**src/rtl/tx_controller_pkg.sv**
```systemverilog
`default_nettype none
// ============================================================================
// Module  : tx_ctrl_pkg
// Purpose : Shared state encoding and constants for the I2C TX controller.
// Rev     : 1.0  initial release
// ============================================================================
package tx_ctrl_pkg;

  // Controller states, explicitly 3 bits wide.
  typedef enum logic [2:0] {
    IDLE  = 3'd0,
    START = 3'd1,
    ADDR  = 3'd2,
    AACK  = 3'd3,
    DATA  = 3'd4,
    DACK  = 3'd5,
    STOP  = 3'd6
  } tx_state_t;

  // Bit index of the last bit in a byte (TXCount value on the 8th bit).
  localparam logic [5:0] BYTE_LAST = 6'd7;

  // Default number of data bytes per write transaction.
  localparam int BURST_LEN_DEFAULT = 4;

endpackage : tx_ctrl_pkg
`default_nettype wire

```
**src/rtl/tx_controller_if.sv**
```systemverilog
`default_nettype none
// ============================================================================
// Module  : tx_controller_if
// Purpose : Strobe/status bundle between the TX controller and its datapath
//           (two 8-bit TX shift buffers, TXCount and BurstCnt counters).
//           master = controller side, slave = datapath side.
// Rev     : 1.0  initial release
// ============================================================================
interface tx_controller_if;

  // Requests and status into the controller
  logic       StartTX;
  logic       Ackrecvd;
  logic [5:0] TXCount;
  logic [5:0] BurstCnt;

  // Counter strobes
  logic       ResetTXCount;
  logic       IncTXCount;
  logic       ResetBurstCnt;
  logic       IncBurstCnt;

  // Buffer strobes
  logic       LoadTXBuf0;
  logic       LoadTXBuf1;
  logic       ShiftTXBuf0;
  logic       ShiftTXBuf1;
  logic       PassTXBuf;
  logic       LoadAddr;

  // Bus condition controls
  logic       SendStartSig;
  logic       SendWriteSig;
  logic       SendStopSig;
  logic       WaitAck;
  logic       SDA;
  logic       SCL;

  modport master (
    input  StartTX, Ackrecvd, TXCount, BurstCnt,
    output ResetTXCount, IncTXCount, ResetBurstCnt, IncBurstCnt,
           LoadTXBuf0, LoadTXBuf1, ShiftTXBuf0, ShiftTXBuf1, PassTXBuf,
           LoadAddr, SendStartSig, SendWriteSig, SendStopSig, WaitAck,
           SDA, SCL
  );

  modport slave (
    output StartTX, Ackrecvd, TXCount, BurstCnt,
    input  ResetTXCount, IncTXCount, ResetBurstCnt, IncBurstCnt,
           LoadTXBuf0, LoadTXBuf1, ShiftTXBuf0, ShiftTXBuf1, PassTXBuf,
           LoadAddr, SendStartSig, SendWriteSig, SendStopSig, WaitAck,
           SDA, SCL
  );

endinterface : tx_controller_if
`default_nettype wire

```
**src/rtl/tx_controller.sv**
```systemverilog
`default_nettype none
// ============================================================================
// Module  : tx_controller
// Purpose : Control FSM for a double-buffered I2C master write path.
//           Sequences START, address+W, BURST_LEN data bytes with ACK waits,
//           and STOP, one bit per clk. Data buffers ping-pong: while the
//           buffer selected by sel shifts, the other one is reloaded.
// Options : `define TXCTRL_ACK_TIMEOUT_EN to abort (STOP) after ACK_TIMEOUT
//           cycles without an ACK; otherwise ACK states wait indefinitely.
// Rev     : 1.0  initial release
// ============================================================================
module tx_controller
  import tx_ctrl_pkg::*;
#(
  parameter int BURST_LEN   = BURST_LEN_DEFAULT,
  parameter int ACK_TIMEOUT = 15
) (
  input  wire              clk,
  input  wire              reset,
  tx_controller_if.master  bus
);

  // Elaboration-time parameter range checks
  if (BURST_LEN < 1 || BURST_LEN > 63) begin : g_chk_burst_len
    $error("tx_controller: BURST_LEN must be in 1..63");
  end
  if (ACK_TIMEOUT < 1) begin : g_chk_ack_timeout
    $error("tx_controller: ACK_TIMEOUT must be at least 1");
  end

  localparam logic [5:0] c_BURST_LEN6 = 6'(BURST_LEN);
  localparam logic [6:0] c_BURST_LEN7 = 7'(BURST_LEN);

  tx_state_t r_state;
  logic      r_sel;        // active data buffer: 0 = buffer0, 1 = buffer1

  logic       w_bit_first;
  logic       w_bit_last;
  logic [6:0] w_burst_p1;  // BurstCnt + 1 without wrap
  logic       w_timeout;

  assign w_bit_first = (bus.TXCount == 6'd0);
  assign w_bit_last  = (bus.TXCount == BYTE_LAST);
  assign w_burst_p1  = {1'b0, bus.BurstCnt} + 7'd1;

`ifdef TXCTRL_ACK_TIMEOUT_EN
  localparam int c_WAIT_W = ($clog2(ACK_TIMEOUT + 1) < 4) ? 4 : $clog2(ACK_TIMEOUT + 1);

  logic [c_WAIT_W-1:0] r_wait_cnt;
  logic [c_WAIT_W-1:0] w_wait_nxt;
  logic                w_in_ack;

  assign w_in_ack   = (r_state == AACK) || (r_state == DACK);
  assign w_wait_nxt = r_wait_cnt + 1'b1;
  // Abort on the edge where the count of un-ACKed cycles reaches the limit
  assign w_timeout  = w_in_ack && !bus.Ackrecvd &&
                      (w_wait_nxt == c_WAIT_W'(ACK_TIMEOUT));

  // Wait counter: zero outside ACK states so every ACK window starts from 0
  always_ff @(posedge clk) begin
    if (reset || !w_in_ack || bus.Ackrecvd) begin
      r_wait_cnt <= '0;
    end else begin
      r_wait_cnt <= w_wait_nxt;
    end
  end
`else
  assign w_timeout = 1'b0;
`endif

  // State and buffer-select sequencing
  always_ff @(posedge clk) begin
    if (reset) begin
      r_state <= IDLE;
      r_sel   <= 1'b1;
    end else begin
      case (r_state)
        IDLE: begin
          if (bus.StartTX) r_state <= START;
        end
        START: begin
          r_state <= ADDR;
        end
        ADDR: begin
          if (w_bit_last) begin
            r_sel   <= 1'b1;       // first data byte was preloaded into buffer1
            r_state <= AACK;
          end
        end
        AACK: begin
          if (bus.Ackrecvd)   r_state <= DATA;
          else if (w_timeout) r_state <= STOP;
        end
        DATA: begin
          if (w_bit_last) r_state <= DACK;
        end
        DACK: begin
          if (bus.Ackrecvd) begin
            if (bus.BurstCnt == c_BURST_LEN6) begin
              r_state <= STOP;
            end else begin
              r_sel   <= ~r_sel;
              r_state <= DATA;
            end
          end else if (w_timeout) begin
            r_state <= STOP;
          end
        end
        STOP: begin
          r_state <= IDLE;
        end
        default: begin
          r_state <= IDLE;
        end
      endcase
    end
  end

  // Strobe decode from the registered state, sel and inputs
  always_comb begin
    bus.ResetTXCount  = 1'b0;
    bus.IncTXCount    = 1'b0;
    bus.ResetBurstCnt = 1'b0;
    bus.IncBurstCnt   = 1'b0;
    bus.LoadTXBuf0    = 1'b0;
    bus.LoadTXBuf1    = 1'b0;
    bus.ShiftTXBuf0   = 1'b0;
    bus.ShiftTXBuf1   = 1'b0;
    bus.PassTXBuf     = 1'b0;
    bus.LoadAddr      = 1'b0;
    bus.SendStartSig  = 1'b0;
    bus.SendWriteSig  = 1'b0;
    bus.SendStopSig   = 1'b0;
    bus.WaitAck       = 1'b0;
    bus.SDA           = 1'b1;
    bus.SCL           = 1'b0;
    case (r_state)
      IDLE: begin
        bus.ResetTXCount  = 1'b1;
        bus.ResetBurstCnt = 1'b1;
        bus.SCL           = 1'b1;
      end
      START: begin
        bus.SendStartSig = 1'b1;
        bus.LoadAddr     = 1'b1;
        bus.ResetTXCount = 1'b1;
        bus.SDA          = 1'b0;
        bus.SCL          = 1'b1;
      end
      ADDR: begin
        bus.ShiftTXBuf0  = 1'b1;
        bus.IncTXCount   = 1'b1;
        bus.LoadTXBuf1   = w_bit_first;
        bus.SendWriteSig = w_bit_last;
      end
      AACK, DACK: begin
        bus.WaitAck      = 1'b1;
        bus.ResetTXCount = 1'b1;
      end
      DATA: begin
        bus.ShiftTXBuf0 = ~r_sel;
        bus.ShiftTXBuf1 = r_sel;
        bus.PassTXBuf   = r_sel;
        bus.IncTXCount  = 1'b1;
        bus.IncBurstCnt = w_bit_last;
        // Reload the idle buffer only if another byte will follow this one
        if (w_bit_first && (w_burst_p1 < c_BURST_LEN7)) begin
          bus.LoadTXBuf0 = r_sel;
          bus.LoadTXBuf1 = ~r_sel;
        end
      end
      STOP: begin
        bus.SendStopSig = 1'b1;
        bus.SDA         = 1'b0;
        bus.SCL         = 1'b1;
      end
      default: begin
        bus.SDA = 1'b1;
      end
    endcase
  end

endmodule : tx_controller
`default_nettype wire

```
**src/flat_wrapper.sv**
```systemverilog
// flat-port wrapper written by rule: the top's interface ports become plain ports
module tx_controller_flat import tx_ctrl_pkg::*;
#(
  parameter int BURST_LEN   = BURST_LEN_DEFAULT,
  parameter int ACK_TIMEOUT = 15
)
  (clk, reset, bus_StartTX, bus_Ackrecvd, bus_TXCount, bus_BurstCnt, bus_ResetTXCount, bus_IncTXCount, bus_ResetBurstCnt, bus_IncBurstCnt, bus_LoadTXBuf0, bus_LoadTXBuf1, bus_ShiftTXBuf0, bus_ShiftTXBuf1, bus_PassTXBuf, bus_LoadAddr, bus_SendStartSig, bus_SendWriteSig, bus_SendStopSig, bus_WaitAck, bus_SDA, bus_SCL);
  tx_controller_if bus_i ();
  input  wire clk;
  input  wire reset;
  input wire logic [$bits(bus_i.StartTX)-1:0] bus_StartTX;
  input wire logic [$bits(bus_i.Ackrecvd)-1:0] bus_Ackrecvd;
  input wire logic [$bits(bus_i.TXCount)-1:0] bus_TXCount;
  input wire logic [$bits(bus_i.BurstCnt)-1:0] bus_BurstCnt;
  output wire logic [$bits(bus_i.ResetTXCount)-1:0] bus_ResetTXCount;
  output wire logic [$bits(bus_i.IncTXCount)-1:0] bus_IncTXCount;
  output wire logic [$bits(bus_i.ResetBurstCnt)-1:0] bus_ResetBurstCnt;
  output wire logic [$bits(bus_i.IncBurstCnt)-1:0] bus_IncBurstCnt;
  output wire logic [$bits(bus_i.LoadTXBuf0)-1:0] bus_LoadTXBuf0;
  output wire logic [$bits(bus_i.LoadTXBuf1)-1:0] bus_LoadTXBuf1;
  output wire logic [$bits(bus_i.ShiftTXBuf0)-1:0] bus_ShiftTXBuf0;
  output wire logic [$bits(bus_i.ShiftTXBuf1)-1:0] bus_ShiftTXBuf1;
  output wire logic [$bits(bus_i.PassTXBuf)-1:0] bus_PassTXBuf;
  output wire logic [$bits(bus_i.LoadAddr)-1:0] bus_LoadAddr;
  output wire logic [$bits(bus_i.SendStartSig)-1:0] bus_SendStartSig;
  output wire logic [$bits(bus_i.SendWriteSig)-1:0] bus_SendWriteSig;
  output wire logic [$bits(bus_i.SendStopSig)-1:0] bus_SendStopSig;
  output wire logic [$bits(bus_i.WaitAck)-1:0] bus_WaitAck;
  output wire logic [$bits(bus_i.SDA)-1:0] bus_SDA;
  output wire logic [$bits(bus_i.SCL)-1:0] bus_SCL;
  assign bus_i.StartTX = bus_StartTX;
  assign bus_i.Ackrecvd = bus_Ackrecvd;
  assign bus_i.TXCount = bus_TXCount;
  assign bus_i.BurstCnt = bus_BurstCnt;
  assign bus_ResetTXCount = bus_i.ResetTXCount;
  assign bus_IncTXCount = bus_i.IncTXCount;
  assign bus_ResetBurstCnt = bus_i.ResetBurstCnt;
  assign bus_IncBurstCnt = bus_i.IncBurstCnt;
  assign bus_LoadTXBuf0 = bus_i.LoadTXBuf0;
  assign bus_LoadTXBuf1 = bus_i.LoadTXBuf1;
  assign bus_ShiftTXBuf0 = bus_i.ShiftTXBuf0;
  assign bus_ShiftTXBuf1 = bus_i.ShiftTXBuf1;
  assign bus_PassTXBuf = bus_i.PassTXBuf;
  assign bus_LoadAddr = bus_i.LoadAddr;
  assign bus_SendStartSig = bus_i.SendStartSig;
  assign bus_SendWriteSig = bus_i.SendWriteSig;
  assign bus_SendStopSig = bus_i.SendStopSig;
  assign bus_WaitAck = bus_i.WaitAck;
  assign bus_SDA = bus_i.SDA;
  assign bus_SCL = bus_i.SCL;
  tx_controller #(.BURST_LEN(BURST_LEN), .ACK_TIMEOUT(ACK_TIMEOUT)) u_core (.clk(clk), .reset(reset), .bus(bus_i));
endmodule
```
**config.mk**
```make
export PLATFORM = sky130hd
export DESIGN_NAME = tx_controller_flat
export DESIGN_NICKNAME = d
export VERILOG_FILES = /design/src/rtl/tx_controller_pkg.sv /design/src/rtl/tx_controller_if.sv /design/src/rtl/tx_controller.sv /design/src/flat_wrapper.sv
export SDC_FILE = /design/constraint.sdc
export NUM_CORES = 1
export LEC_CHECK = 0
export BUFFER_PORTS_ARGS = -buffer_cell sky130_fd_sc_hd__buf_2
export CAP_MARGIN = 5
export CORE_AREA = 4 4 41 43
export CTS_CLUSTER_DIAMETER = 30
export DETAILED_ROUTE_END_ITERATION = 7
export DIE_AREA = 0 0 45 47
export PLACE_DENSITY = 0.62
export SYNTH_ARGS = -nofsm -noshare
export SYNTH_HDL_FRONTEND = slang
export SYNTH_SLANG_ARGS = --single-unit
export TNS_END_PERCENT = 30
```
**constraint.sdc**
```tcl
create_clock -name clk -period 3.4 [get_ports clk]
set_input_delay 0.51 -clock clk [delete_from_list [all_inputs] [get_ports clk]]
set_output_delay 0.51 -clock clk [all_outputs]
set_load 0.005 [all_outputs]
```
==> metrics.md <==
| Metric | Value |
|---|---|
| Outcome | finished clean |
| Most used DFF post-synth | dfxtp_1 |
| Cell row count | 13 |
| Post-CTS Setup Inserts | 0 |
| Internal Power | 0.117 mW |
| Post-synth EDFFs | 0 |
| Area grow syn2layout | 42.1% |
| Final #Nets | 108 |
| Worst-path clk slew | 40 ps |
| Htree depth | 1 |
| Final slew viol count | 0 |
| First-pass GRT wire length | 1790 µm |
| Router iterations before antenna repair | 4 |
| Asr flop ratio synth | 0% |
| Power, Total | 0.171 mW |
| Layout cells sized above 1 | 42.2% |
| Post-DR wirelength/cell | 10.8 µm |
| Busiest layer in global routing | met2 |
| Most used cells in the layout excluding fill and tap cells | 31 x buf_2, 7 x nor2_1, 6 x inv_1 |
| Vias in the first global route | 429 |
| Root buffer cell | clkbuf_4 |
| Final Setup Violations | 0 |
| Skew final | 7.19 ps |
| Clk pwr share | 35.2% |
| CTS tree | yes |
| Width of the die | 45 µm |
| YS warnings | 0 |
| Leak pwr | 0.284 nW |
| Met1 Use GR | 13.7% |
| RR Startpoint | u_core.r_state[0]$_SDFFE_PP0P_ |
| Combinational share of power | 30.2% |
| IO Count | 32 |
| Antenna cells | 0 |
| Arrival @ worst endpoint | 1890 ps |
| Number of remaining DRC errors | 0 |
| Synthesized cell area | 402 µm² |
| Clock Path Buffers | 2 |
| Drt total wl | 1130 µm |
| Worst slew margin | 67.9% |
| Sw Share | 31.6% |
| Synth top area share | 19.9% |
| Hold path startpoint | reset |
| Routed Antenna Nets | 0 |
| Vias per cell | 4.88 |
| Routed vias | 512 |
| Port bufs | 31 |
| Starting density of the core | 30.9% |
| Worst setup EP type | output port |
| Psw | 0.0541 mW |
| Hold violation total from the final report | 0 |
| Crit path time final | 2400 ps |
| Seq pwr share | 34.6% |
| Seq cells post-synth | 4 |
| Max-cap viol count | 0 |
| Resized cells post-CTS | 0 |
| Die Ht | 47 µm |
| Pwr per Cell Area | 300 nW/µm² |
| Hold WC Path Type | input port to flop |
| Detailed Place HPWL | 940 µm |
| GPL Wtd Cong | 0.759 |
| GR Layer Usage met2 | 18.4% |
| CORE AREA | 1300 µm² |
| Pre-CTS setup slack | 976 ps |
| TritonCTS Buffers | 3 |
| Dominant cells by area after synthesis | dfxtp_1 20%, nor2_1 6.5%, a21oi_1 6.2% |
| Worst Setup SP | bus_TXCount[3] |
| Die area | 2120 µm² |
| Mean Syn Cell Area | 6.58 µm² |
| Startpoint Class | input port |
| Syn Nets | 77 |
| Tcrit/Tclk final | 70.7% |
| Initial drt markers | 7 |
| Cell taking the most area after synthesis | dfxtp_1 |
| Global route total overflow | 0 |
| Initial antenna violation count | 0 |
| Post-synth cell types | 29 |
| Peak Freq | 416 MHz |
| Clock Latency Late Sink | 240 ps |
| Most common cell after layout, fill and taps aside | buf_2 |
| # clock sinks | 4 |
| Largest net degree at the start of global routing | 17 |
| Setup WS post-layout | 997 ps |
| Final Util | 43.8% |
| Total GRT Usage | 12.1% |
| Post-CTS Hold Buffers | 0 |
| Sequential cell area fraction in the yosys report | 19.9% |
| Critical Path Fanout Max | 2 |
| Worst slew pin tran | 481 ps |
| Setup repair after global routing missed its margin | false |
| Worst setup path category | input port to output port |
| Cell count after synthesis | 61 |
| Maximum VDD drop | 0.194 mV |
| M3 GR Usage | 6.13% |
| Worst Path Required | 2890 ps |
| Setup TNS Final | 0 ps |
-- power by group through the flow --
stage                     clock, mW  sequential [mW]  combinational [mW]
after global routing         0.0659           0.0601              0.0593
after global placement            0           0.0602              0.0520
after floorplan                   0           0.0533              0.0356
final                        0.0602           0.0593              0.0517
after CTS                    0.0621           0.0591              0.0527
after detailed placement          0           0.0598              0.0525
-- worst paths after layout --
check,endpoint,depth (start not counted),slack [ps]
worst max-delay path,bus_LoadTXBuf1,5,1000
worst min-delay path,u_core.r_state[2]$_SDFFE_PP0P_,2,480
worst max register to register,u_core.r_state[1]$_SDFFE_PP0P_,3,1850
worst min register to register,u_core.r_sel$_SDFFE_PP1P_,3,600
-- Yosys cell counts, types with 2 or more instances --
cell type,n
o21ai_0,4
nand3_1,2
nand2_1,5
clkbuf_1,2
inv_1,6
buf_4,2
a21oi_1,5
dfxtp_1,4
nor2_1,7
nor3_1,5
-- stage by stage --
step	cell area (µm²)	hold WS, ps	instances
finish	571	481	105
detailed placement	548	587	102
global route	571	494	105
CTS	571	474	105
global placement	548	576	102
floorplan	402	544	61
-- routing by layer --
layer	routed length, µm	part of all wire [%]
met5	0	0
met4	17	1.5
met3	59	5.2
met2	583	52
met1	469	42
-- cell type report --
cell class                      instances  area (µm²)
Tap cell                               15        18.8
Clock buffer                            3        22.5
Multi-Input combinational cell         46         272
Sequential cell                         4        80.1
Inverter                                6        22.5
Timing Repair Buffer                   31         155
Fill cell                             153         731
-- logic make-up after synthesis --
kind of cell,Yosys count,synth area share (%)
AND/OR/NAND/NOR,28,36.1
AO/OA/AOI/OAI,16,26.5
buffers and inverters,11,12.5
flip-flops,4,19.9
multiplexers,1,2.49
adder cells (fa/ha/maj),1,2.49
-- sequential cells by signal, indices dropped and copies added (netlist names) --
| name | flops |
|---|---|
| u_core.r_sel | 1 |
| u_core.r_state | 3 |
-- worst max-delay path, cell delays in order --
cell	delay (ps)
buf_2	90
or3_1	370
or4_2	560
a211oi_1	220
buf_2	150
Note: power is estimated with default switching activity, not from simulation.
